<file path="src/rtl/game_display_if.sv">
// Bundle between the reaction game FSM (master) and the seven-segment display driver (slave).
interface game_display_if;
    logic [3:0] counter;
    logic [1:0] state_in;
    logic       led0;
    logic       led1;
    logic       led2;
    logic       led3;
    logic       led4;
    logic [6:0] seg;
    logic [3:0] an;
    logic       dp;

    modport master (
        output counter, state_in, led0, led1, led2, led3, led4,
        input  seg, an, dp
    );

    modport slave (
        input  counter, state_in, led0, led1, led2, led3, led4,
        output seg, an, dp
    );
endinterface

</file>
<file path="src/rtl/game_display.sv">
// Multiplexed 4-digit seven-segment driver for the reaction game: shows value, lives and status,
// freezes the stopped value and blinks the whole display when the game has ended.
module game_display #(
    parameter int REFRESH_DIV = 50000,
    parameter int BLINK_DIV   = 12500000
) (
    input  logic          clk,
    input  logic          rst,
    game_display_if.slave io_disp
);

    localparam int RW = (REFRESH_DIV > 2) ? $clog2(REFRESH_DIV) : 1;
    localparam int BW = (BLINK_DIV > 2) ? $clog2(BLINK_DIV) : 1;
    localparam logic [RW-1:0] REFRESH_MAX = RW'(REFRESH_DIV - 1);
    localparam logic [BW-1:0] BLINK_MAX   = BW'(BLINK_DIV - 1);

    localparam logic [1:0] ST_COUNT = 2'd0;
    localparam logic [1:0] ST_STOP  = 2'd1;
    localparam logic [1:0] ST_WIN   = 2'd2;
    localparam logic [1:0] ST_LOSE  = 2'd3;

    logic [RW-1:0] r_refresh_cnt;
    logic [1:0]    r_digit_idx;
    logic [BW-1:0] r_blink_cnt;
    logic          r_blink_on;
    logic [3:0]    r_held;
    logic [6:0]    r_seg;
    logic [3:0]    r_an;
    logic          r_dp;

    logic [3:0]    w_shown;
    logic [2:0]    w_lives;
    logic          w_blink_active;
    logic [6:0]    w_digit_seg;
    logic [3:0]    w_digit_an;
    logic          w_dp;

    function automatic logic [6:0] hexGlyph(input logic [3:0] v);
        logic [6:0] g;
        case (v)
            4'h0: g = 7'h40;
            4'h1: g = 7'h79;
            4'h2: g = 7'h24;
            4'h3: g = 7'h30;
            4'h4: g = 7'h19;
            4'h5: g = 7'h12;
            4'h6: g = 7'h02;
            4'h7: g = 7'h78;
            4'h8: g = 7'h00;
            4'h9: g = 7'h10;
            4'hA: g = 7'h08;
            4'hB: g = 7'h03;
            4'hC: g = 7'h46;
            4'hD: g = 7'h21;
            4'hE: g = 7'h06;
            default: g = 7'h0E;
        endcase
        return g;
    endfunction

    always_comb begin
        w_shown        = (io_disp.state_in == ST_WIN || io_disp.state_in == ST_LOSE) ? r_held : io_disp.counter;
        w_lives        = {2'b00, io_disp.led0} + {2'b00, io_disp.led1} + {2'b00, io_disp.led2} + {2'b00, io_disp.led3};
        w_blink_active = (io_disp.state_in == ST_WIN) || (io_disp.state_in == ST_LOSE && io_disp.led4);
        w_dp           = !(r_digit_idx == 2'd3 && io_disp.state_in == ST_WIN);
        w_digit_seg    = 7'h7F;
        w_digit_an     = 4'b1111;
        case (r_digit_idx)
            2'd0: begin
                w_digit_seg = hexGlyph(w_shown);
                w_digit_an  = 4'b1110;
            end
            2'd1: begin
                w_digit_seg = hexGlyph({1'b0, w_lives});
                w_digit_an  = 4'b1101;
            end
            2'd2: begin
                w_digit_seg = 7'h7F;
                w_digit_an  = 4'b1011;
            end
            default: begin
                w_digit_an = 4'b0111;
                case (io_disp.state_in)
                    ST_COUNT: w_digit_seg = 7'h46;
                    ST_STOP:  w_digit_seg = 7'h3F;
                    ST_WIN:   w_digit_seg = 7'h0C;
                    default:  w_digit_seg = 7'h47;
                endcase
            end
        endcase
    end

    always_ff @(posedge clk or posedge rst) begin
        if (rst) begin
            r_refresh_cnt <= '0;
            r_digit_idx   <= 2'd0;
        end else if (r_refresh_cnt == REFRESH_MAX) begin
            r_refresh_cnt <= '0;
            r_digit_idx   <= r_digit_idx + 2'd1;
        end else begin
            r_refresh_cnt <= r_refresh_cnt + 1'b1;
        end
    end

    // Blink phase runs independently of the digit rotation and restarts visible when inactive.
    always_ff @(posedge clk or posedge rst) begin
        if (rst) begin
            r_blink_cnt <= '0;
            r_blink_on  <= 1'b1;
        end else if (!w_blink_active) begin
            r_blink_cnt <= '0;
            r_blink_on  <= 1'b1;
        end else if (r_blink_cnt == BLINK_MAX) begin
            r_blink_cnt <= '0;
            r_blink_on  <= ~r_blink_on;
        end else begin
            r_blink_cnt <= r_blink_cnt + 1'b1;
        end
    end

    always_ff @(posedge clk or posedge rst) begin
        if (rst) begin
            r_held <= 4'd0;
        end else if (io_disp.state_in == ST_STOP) begin
            r_held <= io_disp.counter;
        end
    end

    // Blanking only applies while blinking is active, so leaving the end state is visible on the next edge.
    always_ff @(posedge clk or posedge rst) begin
        if (rst) begin
            r_seg <= 7'h7F;
            r_an  <= 4'b1111;
            r_dp  <= 1'b1;
        end else begin
            r_seg <= w_digit_seg;
            r_an  <= (w_blink_active && !r_blink_on) ? 4'b1111 : w_digit_an;
            r_dp  <= w_dp;
        end
    end

    assign io_disp.seg = r_seg;
    assign io_disp.an  = r_an;
    assign io_disp.dp  = r_dp;

endmodule

</file>
<file path="src/flat_wrapper.sv">
// flat-port wrapper written by rule: the top's interface ports become plain ports
module game_display_flat 
#(
    parameter int REFRESH_DIV = 50000,
    parameter int BLINK_DIV   = 12500000
)
  (clk, rst, io_disp_counter, io_disp_state_in, io_disp_led0, io_disp_led1, io_disp_led2, io_disp_led3, io_disp_led4, io_disp_seg, io_disp_an, io_disp_dp);
  game_display_if io_disp_i ();
  input  logic clk;
  input  logic rst;
  input wire logic [$bits(io_disp_i.counter)-1:0] io_disp_counter;
  input wire logic [$bits(io_disp_i.state_in)-1:0] io_disp_state_in;
  input wire logic [$bits(io_disp_i.led0)-1:0] io_disp_led0;
  input wire logic [$bits(io_disp_i.led1)-1:0] io_disp_led1;
  input wire logic [$bits(io_disp_i.led2)-1:0] io_disp_led2;
  input wire logic [$bits(io_disp_i.led3)-1:0] io_disp_led3;
  input wire logic [$bits(io_disp_i.led4)-1:0] io_disp_led4;
  output wire logic [$bits(io_disp_i.seg)-1:0] io_disp_seg;
  output wire logic [$bits(io_disp_i.an)-1:0] io_disp_an;
  output wire logic [$bits(io_disp_i.dp)-1:0] io_disp_dp;
  assign io_disp_i.counter = io_disp_counter;
  assign io_disp_i.state_in = io_disp_state_in;
  assign io_disp_i.led0 = io_disp_led0;
  assign io_disp_i.led1 = io_disp_led1;
  assign io_disp_i.led2 = io_disp_led2;
  assign io_disp_i.led3 = io_disp_led3;
  assign io_disp_i.led4 = io_disp_led4;
  assign io_disp_seg = io_disp_i.seg;
  assign io_disp_an = io_disp_i.an;
  assign io_disp_dp = io_disp_i.dp;
  game_display #(.REFRESH_DIV(REFRESH_DIV), .BLINK_DIV(BLINK_DIV)) u_core (.clk(clk), .rst(rst), .io_disp(io_disp_i));
endmodule
</file>
<file path="config.mk">
export PLATFORM = sky130hd
export DESIGN_NAME = game_display_flat
export DESIGN_NICKNAME = d
export VERILOG_FILES = /design/src/rtl/game_display_if.sv /design/src/rtl/game_display.sv /design/src/flat_wrapper.sv
export SDC_FILE = /design/constraint.sdc
export NUM_CORES = 1
export LEC_CHECK = 0
export ABC_AREA = 1
export BUFFER_PORTS_ARGS = -buffer_cell sky130_fd_sc_hd__buf_2
export CAP_MARGIN = 5
export CORE_MARGIN = 1.5
export CORE_UTILIZATION = 40
export CTS_BUF_LIST = sky130_fd_sc_hd__clkbuf_4
export CTS_CLUSTER_SIZE = 25
export DETAILED_ROUTE_END_ITERATION = 10
export RECOVER_POWER = 50
export REMOVE_ABC_BUFFERS = 1
export SYNTH_ARGS = -nofsm -noshare
export SYNTH_HDL_FRONTEND = slang
export SYNTH_SLANG_ARGS = --single-unit
</file>
<file path="constraint.sdc">
create_clock -name clk -period 4.5 [get_ports clk]
set_input_delay 1.35 -clock clk [delete_from_list [all_inputs] [get_ports clk]]
set_output_delay 1.35 -clock clk [all_outputs]
set_load 0.1 [all_outputs]
</file>
# Word level (Yosys, flattened, before mapping)
# Memory sizes are Yosys's and may differ from the RTL's.
# Cells that the tools add are included.
[op_classes]
addsub = 6
eq_ne = 9
n_mux = 10
bitwise = 1
n_reduce_logical = 9
[ops]
columns = ["cell", "count"]
rows = [
  ["$mux 24", 2],
  ["$pmux 7 s3", 2],
  ["$add 24x1->24 const B", 1],
  ["$eq 24x24->1 const B", 1],
  ["$add 16x1->16 const B", 1],
  ["$eq 16x16->1 const B", 1],
  ["$mux 16", 1],
  ["$pmux 4 s3", 1],
  ["$eq 2x2->1 const B", 4],
  ["$mux 4", 2],
  ["$add 3x1->3", 2],
  ["$eq 2x1->1 const B", 2],
  ["$logic_not 2->1", 2],
  ["$logic_and 1x1->1", 3],
  ["$add 1x1->2", 1],
  ["$add 2x1->2 const B", 1],
  ["$logic_not 1->1", 2],
  ["$logic_or 1x1->1", 2],
  ["$mux 1", 2],
  ["$ne 2x2->1 const B", 1],
  ["$not 1->1", 1],
]
[totals]
ff_bits = 59
romBits = 168
wordCells = 45
mem_count = 2
[mem_list]
columns = ["memory", "depth", "word_bits", "rd", "rd_clocked_by_memory_dff", "write_ports", "line_no", "source"]
rows = [
  ["(no name shown)", 16, 7, 1, 0, 0, "game_display.sv:40", "case (v)"],
  ["(no name shown)", 8, 7, 1, 0, 0, "game_display.sv:40", ""],
]

# Longest topological paths before layout
[depth]
word_depth = 5
mapped_depth = 13
mapped_depth_nobuf = 13

# Least setup slack after synthesis
# No wires, ideal clock.
[synth_timing]
path_kind = "input port to flip-flop"
start = "input io_disp_led1"
end = "register u_core.r_seg[3] (netlist: u_core.io_disp.seg[3])"
arrival_time_ps = 2933
t_required_ps = 4427
path_slack_ps = 1494
cell_stages = 11
n_path_buf = 0
path_cell_list = "ha_1 -> inv_1 -> fa_1 -> inv_1 -> ha_1 -> ha_1 -> nand2_1 -> nand3_1 -> nand2_1 -> inv_1 -> a21oi_1"
[synth_between]
elab_chain_cells = 5
[synth_rtl]
columns = ["item", "line_no", "source"]
rows = [
  ["from (decl)", "flat_wrapper.sv:14", "input wire logic [$bits(io_disp_i.led1)-1:0] io_disp_led1;"],
  ["$add 1x1->2", "game_display.sv:63", "w_lives = {2'b00, io_disp.led0} + {2'b00, io_disp.led1} + {2'b00, io_disp.led2} + {2'b00, io_disp.led3};"],
  ["$add 3x1->3 (2 in a row)", "game_display.sv:63", ""],
  ["$mem_v2 8x7", "n/a", ""],
  ["$pmux 7 s3", "game_display.sv:68", "case (r_digit_idx)"],
  ["named net u_core.w_digit_seg[3]", "game_display.sv:34", "logic [6:0] w_digit_seg;"],
  ["to (signal assigned)", "game_display.sv:136", "r_seg <= w_digit_seg;"],
  ["to (decl)", "game_display.sv:27", "logic [6:0] r_seg;"],
]
# The timed path passes the listed nets, and every way through them passes these cells.
# A chain may end at the register's enable or synchronous reset.

==> results.toml <==
[yosys]
synth_xor_xnor_area_share_pct = 3.11
synthFlopType = "dfrtp_1"
synth_compound_area_share_pct = 6.42
synth-seq-area-share_pct = 40.7
synthCells = 478
synth-edff-count = 0
synth_area_um2 = 3670
ys_ff_latch = 59
synth.avg_cell_area_um2 = 7.67
ys_types = 38
synth_mux_area_share_pct = 0
yosysWarningCount = 0
async_flop_share_pct = 100
synth_top_family_by_area = "simple AND/OR/NAND/NOR gates"
yosys.area_share.adder_pct = 8.74
synthSimpleGateAreaFrac_pct = 32.4

[timing]
setup_slack_ns = 1.23
fin_setup_tns_ns = 0
period_needed_ns = 3.27
hold_viol = 0
hold_ws_ns = 0.473
worst_slew_pin_slew_ns = 1.62
fmax_mhz = 306
finalSetupViolCount = 0
layout_worst_path_cycle_share_pct = 72.7
fin_skew_ns = 0.0121
rsz0062_at_grt = "no"
slew_viol_final = 31
slew_headroom_pct = -7.68

[clock_tree]
cts.sinks = 59
cts_resized = 0
cts_root_buffer = "clkbuf_4"
numCtsBuffers = 9
htree_levels = 3
cts.clk_slew.worst_paths_ns = 0.11
cts_buffer_depth = 2
holdBufCountCts = 0
postCtsSetupRepairBufs = 0
insertion_delay_ns = 0.40
cts_tree = "built"

[flow_run]
max-cap-violations = 1

[worst_setup_path]
crit_required_ns = 4.73
worstSetupStartpoint = "rst"
reg2reg_to = "u_core.r_blink_cnt[21]"
cp-start-kind = "primary input"
worstPathArrival_ns = 3.50
worst-path-max-fanout = 30
ff2ff_path_depth = 10
ff2ff_setup_slack_ns = 2.70
crit_type = "in -> async"
reg2reg_from = "u_core.r_blink_cnt[0]"
cp-end-kind = "async pin"

[final_layout]
final_common_cell = "nand2_1"
drive_above_1_share_pct = 15.9
design_area_um2 = 4040
syn2layout_area_growth_pct = 10.1
fin_nets = 549
final_cell_mix = "nand2_1, inv_1, nor2_1, dfrtp_1, nand3_1"

[power_and_ir_drop]
p_total_mw = 1.20
leakagePower_nw = 2.01
ir_drop_mv = 0.188
power_density_nw_per_um2 = 298

[routing]
drt_first_pass_iters = 6
drc = 0
drt-wirelength-per-cell_um = 11.6
postRouteAntennaNets = 0
viasPerCell = 4.72
vias = 2952
finalWirelength_mm = 7.28
drt_iter0_drc = 121

[floorplanning]
die_w_um = 98.7
initial_core_util_pct = 41.6
coreArea_um2 = 8810
fp.dieArea_um2 = 9750
core.rowCount = 34
die_h_um = 98.7
ios = 25

[worst_hold_path]
hold_depth = 1
worstHoldPathType = "reg -> reg"
min_from = "u_core.r_blink_cnt[0]"
hold_end = "u_core.r_blink_cnt[0]"

[global_routing]
antenna_found_initial = 1
grt_pass1_wl_mm = 12.8
grt_use_total_pct = 16.5
grt_max_degree = 31
grt_pass1_vias = 2874
overflow = 0

[outcome]
outcome = "complete, but fails checks"
violations = "max-capacitance violations, max-slew violations"

[placement]
dp_worst_setup_slack_ns = 1.23
gp_congestion = 0.811
io_buffers = 24
placed_cell_area_um2 = 3910
hpwl_mm = 5.53
[where the power goes]
group          internal, mW  leakage [nW]  switching (mW)
logic                0.0536          1.18           0.198
clock network         0.184        0.0764           0.200
registers             0.561         0.757         0.00769
[logic make-up after synthesis]
family	count (synthesis)
and+or+nand+nor	259
buffers and inverters	81
DFF	59
AOI/OAI and AO/OA	41
adders and majority gates	25
xor gates and xnor gates	13
[how the worst max path moves through the flow]
stage and to:
6_report u_core.r_blink_cnt[17], 5_1_grt u_core.r_blink_cnt[16], 4_1_cts u_core.io_disp.seg[0], 3_3_place_gp u_core.io_disp.seg[4], 3_5_place_dp u_core.io_disp.seg[0], 2_1_floorplan u_core.io_disp.seg[3]
[sequential cells by signal, indices dropped and copies added (netlist names)]
register	count
u_core.io_disp.seg	7
u_core.r_held	4
u_core.r_digit_idx	2
u_core.r_blink_cnt	24
u_core.io_disp.dp	1
u_core.io_disp.an	4
u_core.r_refresh_cnt	16
u_core.r_blink_on	1
[layout make-up]
class / instances / area [um^2]
diodes: 1 / 2.50
clock buffers: 12 / 90.1
clock inverters: 4 / 42.5
fillers: 875 / 4770
inverters: 78 / 294
multi-input cells: 338 / 1860
flip-flops and latches: 59 / 1490
well taps: 108 / 135
repair buffers: 25 / 121
[Yosys cell counts (all sizes together), types with 2 or more instances]
master | number | share of area, %
nand2 | 121 | 13
dfrtp | 46 | 31
or2 | 3 | 0.51
nor3 | 19 | 3.0
nand3 | 32 | 4.8
nor2 | 74 | 8.7
xor2 | 12 | 2.9
ha | 24 | 8.2
inv | 77 | 7.9
a31oi | 3 | 0.51
dfstp | 13 | 9.3
a21oi | 16 | 2.4
buf | 2 | 0.51
a21boi | 2 | 0.41
nand4 | 7 | 1.2
o21ai | 19 | 2.9
[per-stage QoR]
step | utilization, % | instances
after detailed placement | 44.4 | 608
after CTS | 45.9 | 624
after global placement | 44.4 | 608
after floorplan | - | 475
after global routing | 45.8 | 625
final | 45.8 | 625
[routing by layer]
layer | wire length (um) | vias up | track usage [%]
li1 | - | 1565 | -
met1 | 3700 | 1353 | 21.1
met2 | 3320 | 27 | 27.2
met3 | 164 | 7 | 4.33
met4 | 87 | 0 | 5.82
met5 | 0 | - | 0
[critical path, cell delays in order]
cell and delay [ns]:
buf_2 0.09, inv_1 0.80, clkbuf_1 1.24
No activity file was read; power rests on OpenSTA's default activity.
